### config.mk
export PLATFORM = sky130hd
export DESIGN_NAME = nor_tree_pipe
export DESIGN_NICKNAME = d
export VERILOG_FILES = /design/src/rtl/nor_tree_pkg.sv /design/src/rtl/nor_tree_stage.sv /design/src/rtl/nor_tree_pipe.sv
export SDC_FILE = /design/constraint.sdc
export NUM_CORES = 1
export LEC_CHECK = 0
export ABC_AREA = 1
export BUFFER_PORTS_ARGS = -buffer_cell sky130_fd_sc_hd__buf_2
export CAP_MARGIN = 25
export CORE_AREA = 2 2 39 41
export CTS_CLUSTER_SIZE = 16
export DETAILED_ROUTE_END_ITERATION = 7
export DIE_AREA = 0 0 41 43
export PLACE_DENSITY_LB_ADDON = 0.3
export SYNTH_ARGS = -nofsm -noshare
export SYNTH_HDL_FRONTEND = slang
export SYNTH_HIERARCHICAL = 1
export SYNTH_SLANG_ARGS = --single-unit
### constraint.sdc
create_clock -name ck -period 0.82 [get_ports ck]
set_clock_uncertainty 0.05 [all_clocks]
set_input_delay 0.164 -clock ck [delete_from_list [all_inputs] [get_ports ck]]
set_output_delay 0.164 -clock ck [all_outputs]
set_load 0.03 [all_outputs]
### src/rtl/nor_tree_pkg.sv
// rtl/nor_tree_pkg.sv - sizing helpers for the pipelined 4-ary OR reduction tree
package nor_tree_pkg;

    function automatic int clog4(input int w);
        int r;
        int v;
        r = 0;
        v = 1;
        for (int i = 0; i < 8; i++) begin
            if (v < w) begin
                v = v * 4;
                r = r + 1;
            end
        end
        return r;
    endfunction

    function automatic int stages_for(input int w);
        return (clog4(w) < 1) ? 1 : clog4(w);
    endfunction

    // Bits remaining after `level` tree levels (level 0 is the raw input).
    function automatic int group_cnt(input int width, input int level);
        int c;
        c = width;
        for (int i = 0; i < level; i++) c = (c + 3) / 4;
        return c;
    endfunction

    // Offset of each level's vector inside the flattened inter-stage bus.
    function automatic int bus_off(input int width, input int level);
        int o;
        o = 0;
        for (int i = 0; i < level; i++) o = o + group_cnt(width, i);
        return o;
    endfunction

endpackage

### src/rtl/nor_tree_stage.sv
// rtl/nor_tree_stage.sv - one tree level: 4-way OR groups plus enable-gated pipeline register
module nor_tree_stage
    import nor_tree_pkg::*;
#(
    parameter int   IN_W     = 4,
    parameter bit   MODE_RST = 1'b0,
    localparam int  OUT_W    = (IN_W + 3) / 4
) (
    input  logic             ck,
    input  logic             nrst,
    input  logic             en,
    input  logic             in_valid,
    input  logic [IN_W-1:0]  in_data,
    input  logic             in_mode,
    output logic             out_valid,
    output logic [OUT_W-1:0] out_data,
    output logic             out_mode
);

    logic [OUT_W*4-1:0] padded;
    logic [OUT_W-1:0]   grp;

    always_comb begin
        padded = '0;
        grp    = '0;
        padded[IN_W-1:0] = in_data;
        for (int g = 0; g < OUT_W; g++) grp[g] = |padded[4*g +: 4];
    end

    // Data and mode only load on a real beat, so bubbles never disturb the held result.
    always_ff @(posedge ck or negedge nrst) begin
        if (!nrst) begin
            out_valid <= 1'b0;
            out_data  <= '0;
            out_mode  <= MODE_RST;
        end else if (en) begin
            out_valid <= in_valid;
            if (in_valid) begin
                out_data <= grp;
                out_mode <= in_mode;
            end
        end
    end

endmodule

### src/rtl/nor_tree_pipe.sv
// rtl/nor_tree_pipe.sv - pipelined WIDTH-bit NOR/OR zero-detect; NOR_TREE_STICKY_EN adds clr/zero_seen
module nor_tree_pipe
    import nor_tree_pkg::*;
#(
    parameter int WIDTH = 16
) (
    input  logic             ck,
    input  logic             nrst,
    input  logic             in_valid,
    output logic             in_ready,
    input  logic [WIDTH-1:0] in_data,
    input  logic             in_or,
    output logic             out_valid,
    input  logic             out_ready,
    output logic             q
`ifdef NOR_TREE_STICKY_EN
    ,
    input  logic             clr,
    output logic             zero_seen
`endif
);

    localparam int STAGES   = stages_for(WIDTH);
    localparam int BUS_W    = bus_off(WIDTH, STAGES + 1);
    localparam int OFF_LAST = bus_off(WIDTH, STAGES);

    logic              en;
    logic [BUS_W-1:0]  bus;
    logic [STAGES:0]   v_s;
    logic [STAGES:0]   m_s;
    logic              last_or;

    assign en       = !out_valid || out_ready;
    assign in_ready = en;

    assign bus[WIDTH-1:0] = in_data;
    assign v_s[0]         = in_valid;
    assign m_s[0]         = in_or;

    for (genvar k = 1; k <= STAGES; k++) begin : g_stage
        localparam int IN_W    = group_cnt(WIDTH, k - 1);
        localparam int OUT_W   = group_cnt(WIDTH, k);
        localparam int OFF_IN  = bus_off(WIDTH, k - 1);
        localparam int OFF_OUT = bus_off(WIDTH, k);

        // Final rank resets its mode to OR so that q reads 0 straight out of reset.
        nor_tree_stage #(
            .IN_W     (IN_W),
            .MODE_RST (k == STAGES)
        ) u_stage (
            .ck        (ck),
            .nrst      (nrst),
            .en        (en),
            .in_valid  (v_s[k-1]),
            .in_data   (bus[OFF_IN +: IN_W]),
            .in_mode   (m_s[k-1]),
            .out_valid (v_s[k]),
            .out_data  (bus[OFF_OUT +: OUT_W]),
            .out_mode  (m_s[k])
        );
    end

    assign last_or   = bus[OFF_LAST];
    assign out_valid = v_s[STAGES];
    assign q         = m_s[STAGES] ? last_or : ~last_or;

`ifdef NOR_TREE_STICKY_EN
    always_ff @(posedge ck or negedge nrst) begin
        if (!nrst) begin
            zero_seen <= 1'b0;
        end else if (out_valid && out_ready && !last_or) begin
            zero_seen <= 1'b1;
        end else if (clr) begin
            zero_seen <= 1'b0;
        end
    end
`endif

endmodule
# Word level (Yosys, flattened, before mapping)
# Index checks and enable logic that the tools add are counted.
dict set report word_totals {
  inputBits 21
  ff_bits 9
}
dict set report classes {
  mux 1
  n_reduce_logical 9
  bitwise 1
}
# operator count
set op_table {}
lappend op_table {{$reduce_or 4->1} 5}
lappend op_table {{$reduce_and 2->1} 2}
lappend op_table {{$logic_not 1->1} 1}
lappend op_table {{$logic_or 1x1->1} 1}
lappend op_table {{$mux 1} 1}
lappend op_table {{$not 1->1} 1}

# Logic depth before layout (Yosys ltp)
# Gate-level depths: netlist of the first run.
dict set report logic_depth {
  word_depth 3
  ltp_mapped 6
}

# Hierarchy
# The synthesis of the first run kept the hierarchy.
# mod n_inst cells_per_inst area_per_inst_um2
set by_module_without_submodules {}
lappend by_module_without_submodules {{nor_tree_stage at g_stage[1].u_stage} 1 37 270.3}
lappend by_module_without_submodules {{nor_tree_stage at g_stage[2].u_stage} 1 16 128.9}
lappend by_module_without_submodules {nor_tree_pipe 1 7 26.3}

# Worst setup path before layout of the first run
# Ideal clock, no wire load.
dict set report synth_timing {
  path_kind {reg2reg}
  start {register g_stage[2].u_stage.out_valid}
  end {register g_stage[1].u_stage.out_data[0]}
  required_ns 0.654
  setup_ns 0.116
  path_stages_with_launch 6
  period_less_slack_ns 1.368
  arrival_time_ns 1.201
  setup_slack_ns -0.548
  path_cell_list {dfrtp_1 nand2_1 nand2_2 inv_2 nand2_1 nand2_1}
}
dict set report synth_between {
  elab_chain_cells 3
}
# item line
set synth_rtl {}
lappend synth_rtl {{from (decl)} nor_tree_stage.sv:15} ;# output logic out_valid,
lappend synth_rtl {{from (signal assigned)} nor_tree_stage.sv:37} ;# out_valid <= in_valid;
lappend synth_rtl {{$logic_not 1->1} nor_tree_pipe.sv:33} ;# assign en = !out_valid || out_ready;
lappend synth_rtl {{$logic_or 1x1->1} nor_tree_pipe.sv:33}
lappend synth_rtl {{net in_ready} nor_tree_pipe.sv:10} ;# output logic in_ready,
lappend synth_rtl {{$reduce_and 2->1 (no line)} --}
lappend synth_rtl {{to (signal assigned)} nor_tree_stage.sv:39} ;# out_data <= grp;
lappend synth_rtl {{to (decl)} nor_tree_stage.sv:16} ;# output logic [OUT_W-1:0] out_data,
# The timed path passes the listed nets, and every way through them passes these cells.
# A chain may end at the register's enable or synchronous reset.

# Final worst setup path of the first run
dict set report layout_timing {
  start {register g_stage[2].u_stage.out_mode}
  end {output q}
}
dict set report layout_between {
  elab_chain_cells 1
}
# item line
set layout_rtl {}
lappend layout_rtl {{from (decl)} nor_tree_stage.sv:17} ;# output logic out_mode
lappend layout_rtl {{from (signal assigned)} nor_tree_stage.sv:40} ;# out_mode <= in_mode;
lappend layout_rtl {{$mux 1} nor_tree_pipe.sv:65} ;# assign q = m_s[STAGES] ? last_or : ~last_or;
lappend layout_rtl {{to (decl)} nor_tree_pipe.sv:15} ;# output logic q
# Every way passes these cells.

==> impl_results.md, run 1 <==
* Multi-input gate area at 253 um^2
* Total core area at 1380 um^2
* Cell area after synthesis at 425 um^2
* Final period util at 157%
* Most common cell in the synthesized netlist: nand2_1
* Tot GR Track Use at 12.5%
* Per-cell routed wire length at 8.56 um
* Synth Instances at 60
* Final Hold Viols at 0
* PortBufs at 23
* Pre-CTS WS at -239 ps
* DRC viols at 0
* Antenna viol nets, final at 0
* Relative slew slack at 86.1%
* Slew @ Worst Pin at 208 ps
* Failing checks: negative setup slack
* Clk sinks at 9
* Routed vias/inst at 4.11
* Fin nets at 113
* Cell Pwr Density at 2170 nW/um^2
* Initial Util at 30.7%
* Final HPWL DP at 663 um
* Post-Syn Nets at 81
* Cts bufs inserted at 3
* Setup TNS at -2490 ps
* WS Path Type: flip-flop to output port
* Tmin final at 1280 ps
* Worst Path Required at 610 ps
* Routability cong. at 0.704
* Largest net degree at the start of global routing at 10
* Ys Warns at 6
* Netlist cell types at 8
* R2R Path End: g_stage[1].u_stage/out_data[3]$_DFFE_PN0P_
* Area leader, netlist: dfrtp_1
* Die H at 43 um
* Peak VDD IR at 0.998 mV
* Max Cap Viol at 0
* CTS tree: built
* Clock transition at path regs at 60 ps
* Status: complete, but fails checks
* Setup violators final at 12
* Wirelength, routed at 916 um
* Ranking of synthesized cells by area: dfrtp_1, nand2_1, nor2_1
* Crit start category: flip-flop
* Syn avg cell area at 7.09 um^2
* Leakage at 0.395 nW
* H-Tree Level Count at 1
* Vias in the first global route at 430
* Synth top area share at 47.1%
* Hold Crit Class: input port to flip-flop
* Register area at 228 um^2
* Initial antenna violation count at 0
* I/O pin count at 24
* Syn-to-layout area delta at 75.6%
* Routed vias at 440
* Top cells by count, synth: nand2_1, nor2_1, dfrtp_1, inv_1
* Congestion Overflow GR at 0
* Placed cells at 99
* Antenna Cells at 0
* Reg2Reg Setup Slack at -200 ps
* Hold depth at 3
* Die area at 1760 um^2
* Share of cells above drive strength 1 at 57.1%
* Post-synth EDFFs at 0
* FILL cells at 134
* Worst hold endpoint: g_stage[1].u_stage/out_mode$_DFFE_PN0P_
* Pre-antenna DRT Iters at 3
* Sequential area share after synthesis at 53.2%
* R2R cell count at 6
* Worst-skew pair later-pin latency at 250 ps
* Peak Freq at 779 MHz
* Cell Rows at 14
* Crit Path Max Fanout at 3
* Slew Limit Fails at 0
* Pwr Total at 1.62 mW
* Clock root buffer: clkbuf_4
* Die Width at 41 um
* Final Worst Setup Slack at -464 ps
* Hold Crit Start: in_or
* Placed Area at 587 um^2
* Synth Flop Type: dfrtp_1
* CTS max path bufs at 2
* Ys async rst share at 100%
* Final std cells w/o fill at 107
* RR Startpoint: g_stage[2].u_stage/out_valid$_DFFE_PN0P_
* Final Cell Area at 747 um^2
* Worst path arrival time at 1070 ps
* Yosys reg bits at 9
* RSZ-0062 raised after global routing: yes
* CP Capture Type: output port
* First-pass GRT wire length at 1470 um
* DRT iter0 DRCs at 2
power by group:
part           switching, mW  leakage, nW  internal [mW]
combinational          0.347        0.279          0.302
clock                  0.144       0.0150          0.187
sequential            0.0892        0.101          0.556
layout by cell type (no fill, tap or decap):
cell type	synthesis	routed
buf_2	0	20
buf_6	0	5
buf_8	0	1
clkbuf_1	0	1
clkbuf_4	0	3
clkinv_4	0	1
dfrtp_1	8	7
dfrtp_2	0	1
dfstp_2	1	1
dlygate4sd3_1	0	1
inv_1	5	4
inv_2	2	1
inv_8	0	1
nand2_1	30	16
nand2_2	2	12
nand2_4	0	2
nand2_8	0	2
nor2_1	10	10
o21ai_2	0	2
stage by stage:
| stage | util [%] | hold slack, ps |
|---|---|---|
| after floorplan | - | -182 |
| after global placement | 42.4 | -27.1 |
| after detailed placement | 42.4 | -22.2 |
| after CTS | 51.1 | 48.5 |
| after global routing | 54.0 | 84.5 |
| final | 54.0 | 71.5 |
area by class of cell:
cell class | count | share of cell area [%]
Clock buffer | 4 | 3.52
Inverter | 7 | 5.19
Multi-Input combinational cell | 44 | 33.8
Sequential cell | 9 | 30.5
Timing Repair Buffer | 27 | 24.3
Tap cell | 16 | 2.68
logic make-up (layout without fill, tap and decap cells):
group | count (synthesis) | after routing | synth area share, %
buf+inv | 7 | 38 | 6.18
flops | 9 | 9 | 53.2
simple gates | 42 | 42 | 38.2
compound gates | 2 | 2 | 2.35
registers in the layout, indices dropped and copies added (netlist names):
name,cells
g_stage.u_stage/out_data,5
g_stage.u_stage/out_mode,2
g_stage.u_stage/out_valid,2
per-layer routing:
| metal | track usage [%] | share of wire, % | wire, um | vias up |
|---|---|---|---|---|
| li1 | - | - | - | 238 |
| met1 | 13.0 | 40 | 368 | 180 |
| met2 | 20.6 | 51 | 469 | 22 |
| met3 | 3.14 | 8.6 | 79 | 0 |
| met5 | 0 | 0 | 0 | - |
| met4 | 8.00 | 0 | 0 | 0 |
worst max-delay path, stage by stage, from the launching register on:
cell and delay (ps):
dfstp_2 550, nand2_1 80, nand2_4 70, buf_6 120
how the worst max path moves through the flow:
stage,endpoint,start,slack [ps],cells past startpoint
6_report,q,g_stage[2].u_stage/out_mode$_DFFE_PN1P_,-460,3
5_1_grt,q,g_stage[2].u_stage/out_mode$_DFFE_PN1P_,-520,3
4_1_cts,q,g_stage[2].u_stage/out_mode$_DFFE_PN1P_,-490,4
3_5_place_dp,q,g_stage[2].u_stage/out_mode$_DFFE_PN1P_,-240,4
3_3_place_gp,q,g_stage[2].u_stage/out_mode$_DFFE_PN1P_,-220,4
2_1_floorplan,g_stage[1].u_stage/out_data[0]$_DFFE_PN0P_,g_stage[2].u_stage/out_valid$_DFFE_PN0P_,-200,5
what timing repair did:
item,in CTS,in global routing
gates resized for setup,24,9
endpoints found under the setup margin,12,12
endpoints found under the hold margin,9,0
hold buffers,1,0
setup buffers,2,1
pin swaps,10,7
Power figures use the tool's default switching activity.
==> inputs of run 2 (changes only) <==
==> constraint.sdc (replaced) <==
create_clock -name ck -period 1.1 [get_ports ck]
set_clock_uncertainty 0.05 [all_clocks]
set_input_delay 0.22 -clock ck [delete_from_list [all_inputs] [get_ports ck]]
set_output_delay 0.22 -clock ck [all_outputs]
set_load 0.03 [all_outputs]
==> run 2 against run 1 <==
The run still ends with negative setup slack left. Die area did not move. Utilization fell by 8.0 points. Global-route usage fell by 1.2 points. Via count is 5.0% lower. Power shrank 34%. Critical path depth rose by 1. Count of clock-buffer cells in the layout stayed put. Hold slack better by 34 ps. Non-clock buffer count shrank 2. Combinational power decreased by 45%. Clock power shrank 24%. Setup slack improved by 220 ps. Critical endpoint unchanged. Largest cell class is now sequential cells.
==> impl_results.md, run 2 (synthesis gave the netlist of run 1 again) <==
* Die area at 1760 um^2 (unchanged)
* Crit start category: flip-flop
* Crit-path slowest cell: dfstp_2
* Failing checks: negative setup slack
* Share of cells above drive strength 1 at 39.3% (-18 points)
* Per-cell routed wire length at 7.82 um (-8.7%)
* Vias in the first global route at 388 (-9.8%)
* Final std cells w/o fill at 105 (-1.9%)
* Placed cells at 99 (unchanged)
* Status: complete, but fails checks
* R2R Path End: g_stage[1].u_stage/out_data[3]$_DFFE_PN0P_
* Antenna viol nets, final at 0 (unchanged)
* PortBufs at 23 (unchanged)
* Largest net degree at the start of global routing at 10 (unchanged)
* Pre-antenna DRT Iters at 2 (-1)
* Worst-skew pair later-pin latency at 250 ps (about the same)
* R2R cell count at 6 (unchanged)
* Flop pwr share at 43.6% (+3.9 points)
* Combinational fraction of design power at 33.1% (-6.8 points)
* Total core area at 1380 um^2 (unchanged)
* Most frequent cells in the layout: nand2_1, buf_2, nor2_1
* Clock root buffer: clkbuf_4
* Tmin final at 1340 ps
* Hold Crit Class: input port to flip-flop
* Relative slew slack at 86.5% (+0.40 points)
* Final Worst Setup Slack at -239 ps (+225 ps)
* Final Hold Viols at 0 (unchanged)
* Hold Crit Start: in_or
* Crit Path Max Fanout at 3 (unchanged)
* Clock transition at path regs at 60 ps (about the same)
* I/O pin count at 24 (unchanged)
* Clk sinks at 9 (unchanged)
* Reg2Reg Setup Slack at 80 ps (+280 ps)
* Pre-CTS WS at 10.0 ps (+249 ps)
* Worst Path Required at 830 ps (+220 ps)
* Setup violators final at 3 (-9)
* RSZ-0062 raised after global routing: yes
* WS Path Type: flip-flop to output port
* CP Capture Type: output port
* Routed vias/inst at 3.98 (-3.2%)
* Sw Pwr at 0.360 mW (-38%)
* CTS max path bufs at 2 (unchanged)
* Setup TNS at -296 ps (+2190 ps)
* Cell Rows at 14 (unchanged)
* RR Startpoint: g_stage[2].u_stage/out_valid$_DFFE_PN0P_
* CP peak stage delay at 550 ps (about the same)
* Sw Ratio at 33.6% (-2.1 points)
* Worst hold endpoint: g_stage[1].u_stage/out_mode$_DFFE_PN0P_
* Die Width at 41 um (unchanged)
* Top flop regs: g_stage.u_stage/out_data x5, g_stage.u_stage/out_mode x2, g_stage.u_stage/out_valid x2
* Slew Limit Fails at 0 (unchanged)
* Top reg by flops: g_stage.u_stage/out_data
* Max Cap Viol at 0 (unchanged)
* Fin nets at 111 (-1.8%)
* CP Cell Sequence: inv_2 > nand2_1 > nand2_1 > buf_6
* Peak VDD IR at 0.586 mV (-41%)
* H-Tree Level Count at 1 (unchanged)
* Hold depth at 3 (unchanged)
* DRC viols at 0 (unchanged)
* Initial antenna violation count at 0 (unchanged)
* DRT iter0 DRCs at 3 (+1)
* Worst path arrival time at 1070 ps (about the same)
* Cts bufs inserted at 3 (unchanged)
* Commonest non-fill, non-tap cell in the layout: nand2_1
* CTS tree: built
* Clock share of power at 23.3% (+3.0 points)
* Setup crit start: g_stage[2].u_stage/out_mode$_DFFE_PN1P_
* Final period util at 122%
* Syn-to-layout area delta at 49.7%
* Antenna Cells at 0 (unchanged)
* Final hold slack at 105 ps (+33.8 ps)
* Wirelength, routed at 821 um (-10%)
* Initial Util at 30.7% (unchanged)
* Leakage at 0.370 nW (-6.4%)
* Internal at 0.713 mW (-32%)
* Die H at 43 um (unchanged)
* First-pass GRT wire length at 1320 um (-9.9%)
* Routability cong. at 0.703 (-0.24%)
* Cell Pwr Density at 1690 nW/um^2 (-23%)
* Peak Freq at 747 MHz
* Tot GR Track Use at 11.3% (-1.2 points)
* Crit path top cell by count: nand2_1
* Max reg flops at 5 (unchanged)
* Pwr Total at 1.07 mW (-34%)
* Slew @ Worst Pin at 202 ps (-5.99 ps)
* Congestion Overflow GR at 0 (unchanged)
* Routed vias at 418 (-5.0%)
run 2: changes by cell type in the layout (fill, tap and decap cells not counted):
cell	change
buf_8	-1
buf_6	-2
clkinv_4	-1
o21ai_0	+2
inv_8	-1
nand2_1	+13
nand2_8	-2
nand2_2	-11
buf_4	+1
inv_2	+2
o21ai_2	-2
run 2: worst max-delay path: cells and delay by family, from the launching register on:
kind / cells / cell delay (ps)
buffers and inverters: 2 / 160
flip-flops: 1 / 550
AND/OR/NAND/NOR: 2 / 100
run 2: final cells by class:
cell class                 instances  area (um^2)
sequential                         9          228
inverter                           7         26.3
timing repair buffer              25          151
tap                               16         20.0
fill                             150          747
clock buffer                       4         26.3
multi-input combinational         44          185
run 2: layer usage:
layer  vias up  global-route usage [%]  share of wire (%)
met4         0                    8.00                  0
met1       163                    11.4                 40
met3         0                    3.14                9.7
li1        233                       -                  -
met2        22                    18.4                 50
met5         -                       0                  0
run 2: power by group through the flow:
stage | Clock, mW | Combinational (mW) | Sequential, mW
floorplan | 0 | 0.189 | 0.477
global placement | 0 | 0.294 | 0.465
detailed placement | 0 | 0.301 | 0.470
CTS | 0.262 | 0.356 | 0.469
global route | 0.269 | 0.399 | 0.476
finish | 0.250 | 0.355 | 0.468
run 2: repair_timing:
action,CTS,global route
setup endpoints to repair,3,8
hold endpoints to repair,9,0
buffers inserted,1,0
hold buffers,1,0
pin swaps,1,0
resized for setup,7,1
run 2: how the worst max path moves through the flow:
| stage | to | cells past startpoint |
|---|---|---|
| 2_1_floorplan | g_stage[1].u_stage/out_data[0]$_DFFE_PN0P_ | 5 |
| 3_3_place_gp | q | 4 |
| 3_5_place_dp | q | 4 |
| 4_1_cts | q | 4 |
| 5_1_grt | q | 4 |
| 6_report | q | 4 |
run 2: per-stage QoR:
stage	utilization (%)	area (um^2)
3_5_place_dp	41.1	569
2_1_floorplan	-	434
5_1_grt	46.0	637
3_3_place_gp	41.1	569
4_1_cts	45.7	632
6_report	46.0	637
